### config.mk
export PLATFORM = sky130hd
export DESIGN_NAME = ibex_bus_bridge_flat
export DESIGN_NICKNAME = d
export VERILOG_FILES = /design/src/rtl/ibex_bus_bridge_pkg.sv /design/src/rtl/ibex_bus_bridge_if.sv /design/src/rtl/ibex_bus_size_dec.sv /design/src/rtl/ibex_bus_bridge.sv /design/src/flat_wrapper.sv
export SDC_FILE = /design/constraint.sdc
export NUM_CORES = 1
export LEC_CHECK = 0
export ABC_AREA = 1
export BUFFER_PORTS_ARGS = -buffer_cell sky130_fd_sc_hd__buf_2
export CAP_MARGIN = 25
export CORE_ASPECT_RATIO = 0.8
export CORE_MARGIN = 4
export CORE_UTILIZATION = 35
export CTS_CLUSTER_DIAMETER = 40
export DETAILED_ROUTE_END_ITERATION = 8
export PLACE_DENSITY = 0.71
export SETUP_SLACK_MARGIN = 0.05
export SYNTH_ARGS = -nofsm -noshare
export SYNTH_HDL_FRONTEND = slang
export SYNTH_SLANG_ARGS = --single-unit
### constraint.sdc
create_clock -name clk_i -period 2.6 [get_ports clk_i]
set_clock_uncertainty 0.1 [all_clocks]
set_input_delay 0.26 -clock clk_i [delete_from_list [all_inputs] [get_ports clk_i]]
set_output_delay 0.26 -clock clk_i [all_outputs]
set_load 0.05 [all_outputs]
### src/rtl/ibex_bus_bridge_pkg.sv
// Shared bus encodings and data-phase bookkeeping types for the Ibex bus bridge.
package ibex_bus_bridge_pkg;

    localparam logic [1:0] HTRANS_IDLE   = 2'b00;
    localparam logic [1:0] HTRANS_NONSEQ = 2'b10;

    localparam logic [2:0] HSIZE_BYTE = 3'b000;
    localparam logic [2:0] HSIZE_HALF = 3'b001;
    localparam logic [2:0] HSIZE_WORD = 3'b010;

    localparam logic [2:0] HBURST_SINGLE = 3'b000;

    typedef enum logic {
        SRC_INSTR = 1'b0,
        SRC_DATA  = 1'b1
    } src_e;

    // What the bus owes us in the cycle after an accepted address phase.
    typedef struct packed {
        logic valid;
        src_e src;
        logic we;
    } dphase_t;

endpackage

### src/rtl/ibex_bus_bridge_if.sv
// AHB-Lite-style single-master bus carrying the bridge's address and data phases.
interface ibex_bus_bridge_if #(
    parameter int AW = 32,
    parameter int DW = 32
);
    logic [1:0]    TRF;
    logic [2:0]    SIZE_out;
    logic [AW-1:0] DIR_out;
    logic [2:0]    BRSTsz;
    logic          WRITE;
    logic [DW-1:0] DATW;
    logic          RDY;

    modport master (
        output TRF, SIZE_out, DIR_out, BRSTsz, WRITE, DATW,
        input  RDY
    );

    modport slave (
        input  TRF, SIZE_out, DIR_out, BRSTsz, WRITE, DATW,
        output RDY
    );
endinterface

### src/rtl/ibex_bus_size_dec.sv
// Maps LSU byte enables onto a transfer size; odd patterns fall back to a word.
module ibex_bus_size_dec
    import ibex_bus_bridge_pkg::*;
(
    input  logic [3:0] be,
    output logic [2:0] size
);

    logic [3:0] solo;

    for (genvar gi = 0; gi < 4; gi++) begin : g_solo
        assign solo[gi] = (be == (4'b0001 << gi));
    end

    always_comb begin
        size = HSIZE_WORD;
        if (|solo) begin
            size = HSIZE_BYTE;
        end else if (be == 4'b0011 || be == 4'b1100) begin
            size = HSIZE_HALF;
        end
    end

endmodule

### src/rtl/ibex_bus_bridge.sv
// Merges Ibex fetch and LSU requests onto one pipelined bus master, data side first.
module ibex_bus_bridge
    import ibex_bus_bridge_pkg::*;
#(
    parameter int AW = 32,
    parameter int DW = 32
) (
    input  logic          clk_i,
    input  logic          rst_ni,
    input  logic          pet_inst_o,
    input  logic [AW-1:0] instr_dir_o,
    input  logic          instr_rvalid_i,
    input  logic [DW-1:0] instr_readdat_i,
    input  logic          pet_dat_o,
    input  logic          data_we_o,
    input  logic [3:0]    data_be_o,
    input  logic [AW-1:0] data_dir_o,
    input  logic [DW-1:0] data_datw_o,
    input  logic          data_rvalid_i,
    input  logic [DW-1:0] data_readdat_i,
    output logic          instr_gnt_i,
    output logic          data_gnt_i,
    output logic [DW-1:0] READDAT,
    ibex_bus_bridge_if.master bus
);

    logic          data_sel;
    logic          instr_sel;
    logic [2:0]    size_data;
    dphase_t       phase_reg;
    dphase_t       phase_next;
    logic [DW-1:0] wdata_reg;
    logic [DW-1:0] readdat_reg;
    logic          rvalid_src;
    logic [DW-1:0] rdata_src;

    ibex_bus_size_dec u_size_dec (
        .be   (data_be_o),
        .size (size_data)
    );

    // Reset (active high on rst_ni) masks both requesters out of arbitration.
    assign data_sel  = pet_dat_o & ~rst_ni;
    assign instr_sel = pet_inst_o & ~pet_dat_o & ~rst_ni;

    assign data_gnt_i  = data_sel & bus.RDY;
    assign instr_gnt_i = instr_sel & bus.RDY;

    always_comb begin
        bus.TRF      = HTRANS_IDLE;
        bus.SIZE_out = HSIZE_BYTE;
        bus.DIR_out  = '0;
        bus.WRITE    = 1'b0;
        bus.BRSTsz   = HBURST_SINGLE;
        if (data_sel) begin
            bus.TRF      = HTRANS_NONSEQ;
            bus.SIZE_out = size_data;
            bus.DIR_out  = data_dir_o;
            bus.WRITE    = data_we_o;
        end else if (instr_sel) begin
            bus.TRF      = HTRANS_NONSEQ;
            bus.SIZE_out = HSIZE_WORD;
            bus.DIR_out  = instr_dir_o;
        end
    end

    always_comb begin
        phase_next       = '0;
        phase_next.valid = data_sel | instr_sel;
        phase_next.src   = data_sel ? SRC_DATA : SRC_INSTR;
        phase_next.we    = data_sel & data_we_o;
    end

    always_comb begin
        rvalid_src = instr_rvalid_i;
        rdata_src  = instr_readdat_i;
        if (phase_reg.src == SRC_DATA) begin
            rvalid_src = data_rvalid_i;
            rdata_src  = data_readdat_i;
        end
    end

    // Everything advances only on a ready edge, so a stalled data phase is held intact.
    always_ff @(posedge clk_i) begin
        if (rst_ni) begin
            phase_reg   <= '0;
            wdata_reg   <= '0;
            readdat_reg <= '0;
        end else if (bus.RDY) begin
            if (phase_reg.valid && !phase_reg.we && rvalid_src) begin
                readdat_reg <= rdata_src;
            end
            phase_reg <= phase_next;
            if (data_sel && data_we_o) begin
                wdata_reg <= data_datw_o;
            end
        end
    end

    assign bus.DATW = wdata_reg;
    assign READDAT  = readdat_reg;

endmodule

### src/flat_wrapper.sv
// flat-port wrapper written by rule: the top's interface ports become plain ports
module ibex_bus_bridge_flat import ibex_bus_bridge_pkg::*;
#(
    parameter int AW = 32,
    parameter int DW = 32
)
  (clk_i, rst_ni, pet_inst_o, instr_dir_o, instr_rvalid_i, instr_readdat_i, pet_dat_o, data_we_o, data_be_o, data_dir_o, data_datw_o, data_rvalid_i, data_readdat_i, instr_gnt_i, data_gnt_i, READDAT, bus_TRF, bus_SIZE_out, bus_DIR_out, bus_BRSTsz, bus_WRITE, bus_DATW, bus_RDY);
  ibex_bus_bridge_if #(.AW(AW), .DW(DW)) bus_i ();
  input  logic clk_i;
  input  logic rst_ni;
  input  logic pet_inst_o;
  input  logic [AW-1:0] instr_dir_o;
  input  logic instr_rvalid_i;
  input  logic [DW-1:0] instr_readdat_i;
  input  logic pet_dat_o;
  input  logic data_we_o;
  input  logic [3:0] data_be_o;
  input  logic [AW-1:0] data_dir_o;
  input  logic [DW-1:0] data_datw_o;
  input  logic data_rvalid_i;
  input  logic [DW-1:0] data_readdat_i;
  output logic instr_gnt_i;
  output logic data_gnt_i;
  output logic [DW-1:0] READDAT;
  output wire logic [$bits(bus_i.TRF)-1:0] bus_TRF;
  output wire logic [$bits(bus_i.SIZE_out)-1:0] bus_SIZE_out;
  output wire logic [$bits(bus_i.DIR_out)-1:0] bus_DIR_out;
  output wire logic [$bits(bus_i.BRSTsz)-1:0] bus_BRSTsz;
  output wire logic [$bits(bus_i.WRITE)-1:0] bus_WRITE;
  output wire logic [$bits(bus_i.DATW)-1:0] bus_DATW;
  input wire logic [$bits(bus_i.RDY)-1:0] bus_RDY;
  assign bus_TRF = bus_i.TRF;
  assign bus_SIZE_out = bus_i.SIZE_out;
  assign bus_DIR_out = bus_i.DIR_out;
  assign bus_BRSTsz = bus_i.BRSTsz;
  assign bus_WRITE = bus_i.WRITE;
  assign bus_DATW = bus_i.DATW;
  assign bus_i.RDY = bus_RDY;
  ibex_bus_bridge #(.AW(AW), .DW(DW)) u_core (.clk_i(clk_i), .rst_ni(rst_ni), .pet_inst_o(pet_inst_o), .instr_dir_o(instr_dir_o), .instr_rvalid_i(instr_rvalid_i), .instr_readdat_i(instr_readdat_i), .pet_dat_o(pet_dat_o), .data_we_o(data_we_o), .data_be_o(data_be_o), .data_dir_o(data_dir_o), .data_datw_o(data_datw_o), .data_rvalid_i(data_rvalid_i), .data_readdat_i(data_readdat_i), .instr_gnt_i(instr_gnt_i), .data_gnt_i(data_gnt_i), .READDAT(READDAT), .bus(bus_i));
endmodule
==> results of run 1 <==
[logic make-up after synthesis]
family                 after synthesis
AND/OR/NAND/NOR                    406
buffers and inverters              175
flip-flops                          67
AO/OA/AOI/OAI                       39
other                                1
[critical path: stages]
cell	delay, ps
buf_2	140
inv_2	90
nand3_1	130
buf_4	260
o21ai_0	190
buf_2	290
[metrics by stage]
step	power (uW)	util (%)	hold slack, ps
4_1_cts	3160	53.3	49.1
3_3_place_gp	1840	50.2	360
6_report	3120	53.4	61.8
5_1_grt	3280	53.4	60.6
3_5_place_dp	1840	50.2	367
2_1_floorplan	1600	-	229
[worst min path at each step]
stage	startpoint	depth (start not counted)	slack, ps	to
4_1_cts	data_datw_o[7]	3	50	u_core.bus.DATW[7]
5_1_grt	data_datw_o[29]	3	60	u_core.bus.DATW[29]
3_5_place_dp	u_core.READDAT[19]	2	370	u_core.READDAT[19]
2_1_floorplan	rst_ni	1	230	u_core.phase_reg[0]
3_3_place_gp	u_core.READDAT[20]	2	360	u_core.READDAT[20]
6_report	data_datw_o[19]	3	60	u_core.bus.DATW[19]
[power by group]
part | switching, uW | internal (uW)
Clock | 440 | 865
Sequential | 18.4 | 1070
Combinational | 509 | 223
Total | 967 | 2150
[routing by layer]
layer  vias up  global-route usage, %  routed length (um)
li1       2487                      -                   -
met1      1972                   21.1                5050
met2       170                   35.1                6480
met3        17                   5.33                 961
met4         0                   6.50                 223
met5         -                      0                   0
[cell type report]
class	count	area [um^2]	area share [%]
inverters	134	503	8.99
clock buffers	10	239	4.27
flip-flops and latches	67	1340	24.0
diodes	2	5.00	0.0894
clock inverters	6	88.8	1.59
multi-input cells	450	1810	32.3
repair buffers	282	1430	25.6
well taps	140	175	3.13
[cells in the mapped netlist (all sizes together)]
master	number
o21ai	34
dfxtp	67
nor2	200
inv	134
conb	1
a31oi	1
clkbuf	6
buf	35
a21oi	3
nand3	37
nand2	168
a31o	1
and2	1
==> impl_metrics.tcl, run 1 <==
set metrics [dict create \
    status "finished clean" \
    grt_pass1_wl_um 19900 \
    synth.largest_area_cell "dfxtp_1" \
    synth.top_cell.area_share_pct 34.8 \
    dp_slack_ps 830 \
    r2r-start "u_core.phase_reg[1]" \
    htree_levels 3 \
    cp_max_fo 34 \
    post-dp-hpwl_um 10000 \
    placed_area_um2 5270 \
    finalCriticalPeriod_ps 1730 \
    place_inst 1073 \
    tightest_slew_ps 613 \
    setup_tns_ps 0 \
    rsz0062_at_grt "no" \
    nets 1116 \
    fmax_mhz 578 \
    cp-end-kind "output pin" \
    p_per_area_nw_per_um2 557 \
    worst_r2r_endpoint "u_core.READDAT[10]" \
    grtUsageTotal_pct 18.9 \
    synth_area_leaders "dfxtp_1 (35%), nor2_1 (19%), nand2_1 (16%)" \
    power_leakage_uw 0.00364 \
    core_um2 10500 \
    drive_gt1_share_pct 32.2 \
    cts_sinks 67 \
    cts_setup_buffers 0 \
    startpoint "rst_ni" \
    syn_inst 688 \
    crit_path_end "bus_DIR_out[21]" \
    period_share_pct 66.6 \
    route.detailed.drc 0 \
    vias 4646 \
    layout_common_cells "buf_2 (273), nor2_1 (198), nand2_1 (168)" \
    drtIter0Drc 186 \
    path_class "in -> out" \
    synth.ff_latch_count 67 \
    post_synth_num_cell_types 20 \
    rows 33 \
    synth.cell_area_um2 3850 \
    max-vdd-ir-drop_mv 0.318 \
    clkTransAtPathRegs_ps 60 \
    synth_fa_ha_area_share_pct 0 \
    cts_buffers 9 \
    fillerInstances 1129 \
    max-slew-margin-rel_pct 59.1 \
    synth_top_family_by_area "simple AND/OR/NAND/NOR gates" \
    yosys.area_share.simple_pct 41.1 \
    syn_area_per_cell_um2 5.60 \
    clk-insertion-delay-late_ps 320 \
    gr-total-overflow 0 \
    wl_per_cell_um 11.7 \
    synth_compound_area_share_pct 5.30 \
    antenna_left 0 \
    viasPerCell 4.26 \
    r2r_slack_ps 1070 \
    syn_to_final_growth_pct 45.4 \
    cts_buffer_depth 2 \
    cts_tree "built" \
    gp_congestion 0.804 \
    ctsResizeCount 0 \
    clockRootBuffer "clkbuf_16" \
    worst_slack_ps 869 \
    design_area_um2 5600 \
    hold_buffers 0 \
    grt_pass1_vias 4356 \
    grt_start_max_net_pins 66 \
    finalNonFillerCells 1091 \
    yosysSeqAreaShare_pct 34.8 \
    drt_pass1_iterations 4 \
    rr_worst_depth 7 \
    hold_class "in -> reg" \
    wl_um 12700 \
    antenna_found_initial 1 \
    setup_viol 0 \
    pin_count 279 \
    dieArea_um2 12800 \
    crit_arrival_ps 1370 \
    report.final.slew_viol_count 0 \
    cap_violations 0 \
    cp-start-kind "primary input" \
    io_buffer_count 273 \
    yosys_warnings 0 \
    initial_core_util_pct 36.7 \
    synthMuxAreaShare_pct 0 \
    die-height_um 102 \
    cp_data_required_time_ps 2240 \
    synth_xor_area_share_pct 0 \
    finalHoldViolations 0 \
    die_w_um 125 \
    layout_commonest_cell "buf_2" \
]
Power figures use the tool's default switching activity.
==> run 2: changes to the inputs <==
--- a/config.mk
+++ b/config.mk
@@ -13,7 +13,7 @@
 export CORE_UTILIZATION = 35
 export CTS_CLUSTER_DIAMETER = 40
 export DETAILED_ROUTE_END_ITERATION = 8
-export PLACE_DENSITY = 0.71
+export PLACE_DENSITY = 0.73
 export SETUP_SLACK_MARGIN = 0.05
 export SYNTH_ARGS = -nofsm -noshare
 export SYNTH_HDL_FRONTEND = slang
==> constraint.sdc (replaced) <==
create_clock -name clk_i -period 1.57 [get_ports clk_i]
set_clock_uncertainty 0.1 [all_clocks]
set_input_delay 0.157 -clock clk_i [delete_from_list [all_inputs] [get_ports clk_i]]
set_output_delay 0.157 -clock clk_i [all_outputs]
set_load 0.05 [all_outputs]
==> run 2 against run 1 <==
  * Die area is the same
  * Final area up 9.8%
  * Critical path depth stayed put
  * Non-clock buffer count increased by 37
  * Critical endpoint is now bus_DIR_out[30]
  * Worst hold slack improved by 29 ps
  * Cell count grew 3.4%
  * Power rose by 69%
==> impl_metrics.tcl, run 2 (same netlist as run 1, synthesis figures left out) <==
set metrics [dict create \
    cts_setup_buffers 0 \
    dieArea_um2 12800 \
    cp-end-kind "output pin" \
    fillerInstances 1025 \
    p_seq_share_pct 34.0 \
    gp_congestion 0.914 \
    drtIter0Drc 182 \
    cp_max_fo 14 \
    die_w_um 125 \
    finish.utilization_pct 58.6 \
    wl_um 13300 \
    antenna_left 0 \
    cap_violations 0 \
    fmax_mhz 713 \
    clockRootBuffer "clkbuf_16" \
    drive_gt1_share_pct 34.1 \
    drt_pass1_iterations 4 \
    p_int_uw 3620 \
    p_per_area_nw_per_um2 860 \
    grt_pass1_vias 4531 \
    period_share_pct 89.4 \
    status "finished clean" \
    clkTransAtPathRegs_ps 60 \
    hold_class "in -> reg" \
    core_um2 10500 \
    placed_area_um2 5460 \
    power_leakage_uw 0.00386 \
    cts_tree "built" \
    antenna_found_initial 2 \
    finalHoldViolations 0 \
    p_switching_uw 1660 \
    syn_to_final_growth_pct 59.6 \
    multiInputGateArea_um2 1920 \
    cts_buffer_depth 2 \
    path_class "in -> out" \
    cts_buffers 9 \
    seqCellArea_um2 1340 \
    grt_start_max_net_pins 66 \
    layout_commonest_cell "buf_2" \
    design_area_um2 6140 \
    initial_core_util_pct 36.7 \
    viasPerCell 4.22 \
    max-vdd-ir-drop_mv 0.481 \
    route.detailed.drc 0 \
    rsz0062_at_grt "no" \
    fin_total_pwr_uw 5280 \
    post-dp-hpwl_um 10200 \
    crit_arrival_ps 1150 \
    cp_data_required_time_ps 1310 \
    layout_common_cells "buf_2 (272), nor2_1 (197), nand2_1 (168)" \
    grt_pass1_wl_um 21000 \
    cp-start-kind "primary input" \
    pwr-share-clk_pct 40.6 \
    p_sw_share_pct 31.4 \
    p_comb_share_pct 25.4 \
    report.final.slew_viol_count 0 \
    grtUsageTotal_pct 19.9 \
    finalCriticalPeriod_ps 1400 \
    wl_per_cell_um 11.7 \
    nets 1153 \
    gr-total-overflow 0 \
    clk-insertion-delay-late_ps 310 \
    vias 4763 \
    die-height_um 102 \
    cts_sinks 67 \
    htree_levels 3 \
    setup_viol 0 \
    pin_count 279 \
    io_buffer_count 273 \
    rows 33 \
]
[run 2: changes by cell type in the layout (fill, tap and decap cells not counted), sizes merged]
cell / delta
buf: +3
clkbuf: -1
clkinv: +2
clkinvlp: -2
dlygate4sd3: +34
inv: +1
[run 2: layer usage]
metal	track usage [%]	wire, um	up-vias
met5	0	0	-
met1	22.1	5130	2004
met4	6.58	287	0
met3	5.59	998	19
met2	37.1	6840	181
li1	-	-	2559
[run 2: power by group through the flow]
| stage | logic (uW) | clock network, uW | registers, uW |
|---|---|---|---|
| after floorplan | 649 | 0 | 2030 |
| after global placement | 1270 | 0 | 1830 |
| after detailed placement | 1270 | 0 | 1830 |
| after CTS | 1340 | 2200 | 1790 |
| after global routing | 1470 | 2280 | 1800 |
| final | 1340 | 2150 | 1790 |
[run 2: worst paths after layout]
path,slack [ps],endpoint,cells past startpoint,start
worst max-delay path,170,bus_DIR_out[30],6,rst_ni
worst min-delay path,90,u_core.phase_reg[0],3,data_we_o
worst max register to register,340,u_core.READDAT[1],6,u_core.phase_reg[1]
worst min register to register,370,u_core.phase_reg[0],2,u_core.phase_reg[0]
[run 2: final cells by class]
type / count / share of cell area [%]
inverters: 134 / 8.19
well taps: 140 / 2.85
multi-input cells: 450 / 31.2
clock inverters: 7 / 1.63
repair buffers: 319 / 30.5
flip-flops and latches: 67 / 21.8
clock buffers: 9 / 3.67
diodes: 2 / 0.0814
[run 2: worst max-delay path, cell delays in order]
cell     delay, ps
buf_2          130
inv_2          100
nand3_4        130
buf_4          230
o21ai_2        120
buf_2          270
[run 2: per-stage QoR]
stage / TNS, ps / hold WS [ps] / setup slack [ps] / cells
floorplan: -1650 / 126 / -246 / 692
global placement: 0 / 279 / 120 / 1076
detailed placement: 0 / 284 / 61.7 / 1076
CTS: 0 / 88.3 / 79.8 / 1126
global route: 0 / 101 / 97.4 / 1128
finish: 0 / 90.9 / 167 / 1128
[run 2: repair_timing]
| item | in CTS | in global routing |
|---|---|---|
| endpoints found under the hold margin | 34 | 0 |
| setup endpoints to repair | 1 | 17 |
| hold buffers | 34 | 0 |
| gates resized for setup | 1 | 1 |
==> run 3: changes to the inputs <==
--- a/config.mk
+++ b/config.mk
@@ -9,7 +9,7 @@
 export BUFFER_PORTS_ARGS = -buffer_cell sky130_fd_sc_hd__buf_2
 export CAP_MARGIN = 25
 export CORE_ASPECT_RATIO = 0.8
-export CORE_MARGIN = 4
+export CORE_MARGIN = 5
 export CORE_UTILIZATION = 35
 export CTS_CLUSTER_DIAMETER = 40
 export DETAILED_ROUTE_END_ITERATION = 8
==> run 3 against run 2 <==
  * Worst hold slack lost 15 ps
  * Worst setup slack got worse by 18 ps
  * Non-clock buffer count down 1
  * Sequential cell count unchanged
==> impl_metrics.tcl, run 3 (same netlist as run 1, synthesis figures left out) <==
set metrics [dict create \
    status "finished clean" \
    wl_per_cell_um 11.6 \
    finalCriticalPeriod_ps 1420 \
    drt_pass1_iterations 5 \
    crit_path_max_incr_delay_ps 290 \
    startpoint "rst_ni" \
    drive_gt1_share_pct 33.9 \
    drtIter0Drc 214 \
    fmax_mhz 703 \
    power_leakage_uw 0.00386 \
    crit_path_cell_trace "buf_2 > inv_2 > nand3_2 > buf_12 > o21ai_0 > buf_2" \
    p_switching_uw 1650 \
    vias 4759 \
    finish.utilization_pct 56.8 \
    finalHoldViolations 0 \
    dieArea_um2 13200 \
    p_comb_share_pct 25.4 \
    max-vdd-ir-drop_mv 0.456 \
    antenna_found_initial 0 \
    period_share_pct 90.6 \
    clockRootBuffer "clkbuf_16" \
    antenna_left 0 \
    hold_class "in -> reg" \
    wl_um 13100 \
    layout_commonest_cell "buf_2" \
    p_sw_share_pct 31.3 \
    hold_buffers 34 \
    rsz0062_at_grt "no" \
    die_w_um 127 \
    cts_setup_buffers 0 \
    nets 1152 \
    p_seq_share_pct 34.1 \
    cts_buffer_depth 2 \
    rows 34 \
    post-dp-hpwl_um 9960 \
    p_int_uw 3620 \
    syn_to_final_growth_pct 59.3 \
    report.final.slew_viol_count 0 \
    gp_congestion 0.886 \
    pwr-share-clk_pct 40.5 \
    crit_top_cell "buf_2" \
    ctsResizeCount 0 \
    setup_tns_ps 0 \
    gr-total-overflow 0 \
    route.detailed.drc 0 \
    p_per_area_nw_per_um2 859 \
    path_class "in -> out" \
    cts_buffers 9 \
    clkTransAtPathRegs_ps 60 \
    grt_pass1_vias 4488 \
    clk-insertion-delay-late_ps 320 \
    crit_arrival_ps 1160 \
    grt_pass1_wl_um 21100 \
    cts_sinks 67 \
    io_buffer_count 273 \
    cp_data_required_time_ps 1310 \
    grt_start_max_net_pins 66 \
    insertedDiodeCount 0 \
    initial_core_util_pct 35.6 \
    core_um2 10800 \
    cts_tree "built" \
    cp_max_fo 33 \
    layout_common_cells "buf_2 (273), nor2_1 (197), nand2_1 (168)" \
    fillerInstances 1118 \
    grtUsageTotal_pct 19.1 \
    cp-end-kind "output pin" \
    critPathSlowestCell "buf_2" \
    hold_depth 3 \
    htree_levels 3 \
    min_from "data_we_o" \
    cap_violations 0 \
    viasPerCell 4.22 \
    setup_viol 0 \
    cp-start-kind "primary input" \
    r2r-start "u_core.phase_reg[0]" \
    pin_count 279 \
    rr_worst_depth 7 \
    die-height_um 104 \
]
==> run 3: cell types whose count changed in the layout (fill, tap and decap cells not counted) <==
cell	change
buf_4	-3
diode_2	-2
buf_12	+1
buf_2	+1
clkbuf_1	+1
clkinv_4	-1
clkinvlp_4	+1
inv_6	-1
nand3_2	+1
nand3_4	-1
==> run 3: through the flow <==
step / hold slack [ps] / setup WS [ps] / instance area [um^2] / cells / power (uW)
after global routing: 81.9 / 54.5 / 6130 / 1129 / 5540
after global placement: 278 / 181 / 5470 / 1079 / 3100
after detailed placement: 282 / 167 / 5470 / 1079 / 3110
after CTS: 63.9 / 151 / 6130 / 1129 / 5330
after floorplan: 126 / -246 / 3960 / 692 / 2680
final: 76.0 / 148 / 6130 / 1129 / 5270
==> run 3: cell type report <==
type                    count  area [um^2]  share of cell area [%]
well taps                 144          180                    2.94
flip-flops and latches     67         1340                    21.9
clock buffers              10          229                    3.73
clock inverters             6         90.1                    1.47
multi-input cells         450         1910                    31.2
repair buffers            318         1880                    30.6
inverters                 134          503                    8.20
==> run 3: power by group through the flow <==
stage | Clock (uW) | Combinational (uW) | Sequential [uW]
CTS | 2190 | 1340 | 1790
detailed placement | 0 | 1270 | 1830
floorplan | 0 | 649 | 2030
global placement | 0 | 1270 | 1830
global route | 2280 | 1460 | 1800
finish | 2130 | 1340 | 1790
==> run 3: final timing paths <==
| kind | slack [ps] | end |
|---|---|---|
| worst max-delay path | 150 | bus_DIR_out[3] |
| worst min-delay path | 80 | u_core.phase_reg[0] |
| worst max register to register | 220 | u_core.READDAT[24] |
| worst min register to register | 360 | u_core.phase_reg[0] |
==> run 3: critical path, delay by kind of cell <==
| kind | cells | cell delay (ps) |
|---|---|---|
| buf+inv | 4 | 700 |
| compound gates | 1 | 180 |
| simple gates | 1 | 110 |
==> run 3: layer usage <==
layer	global-route usage, %	part of all wire (%)
met2	34.8	50
met4	5.74	1.9
met3	4.94	8.2
met5	0	0
met1	21.6	40
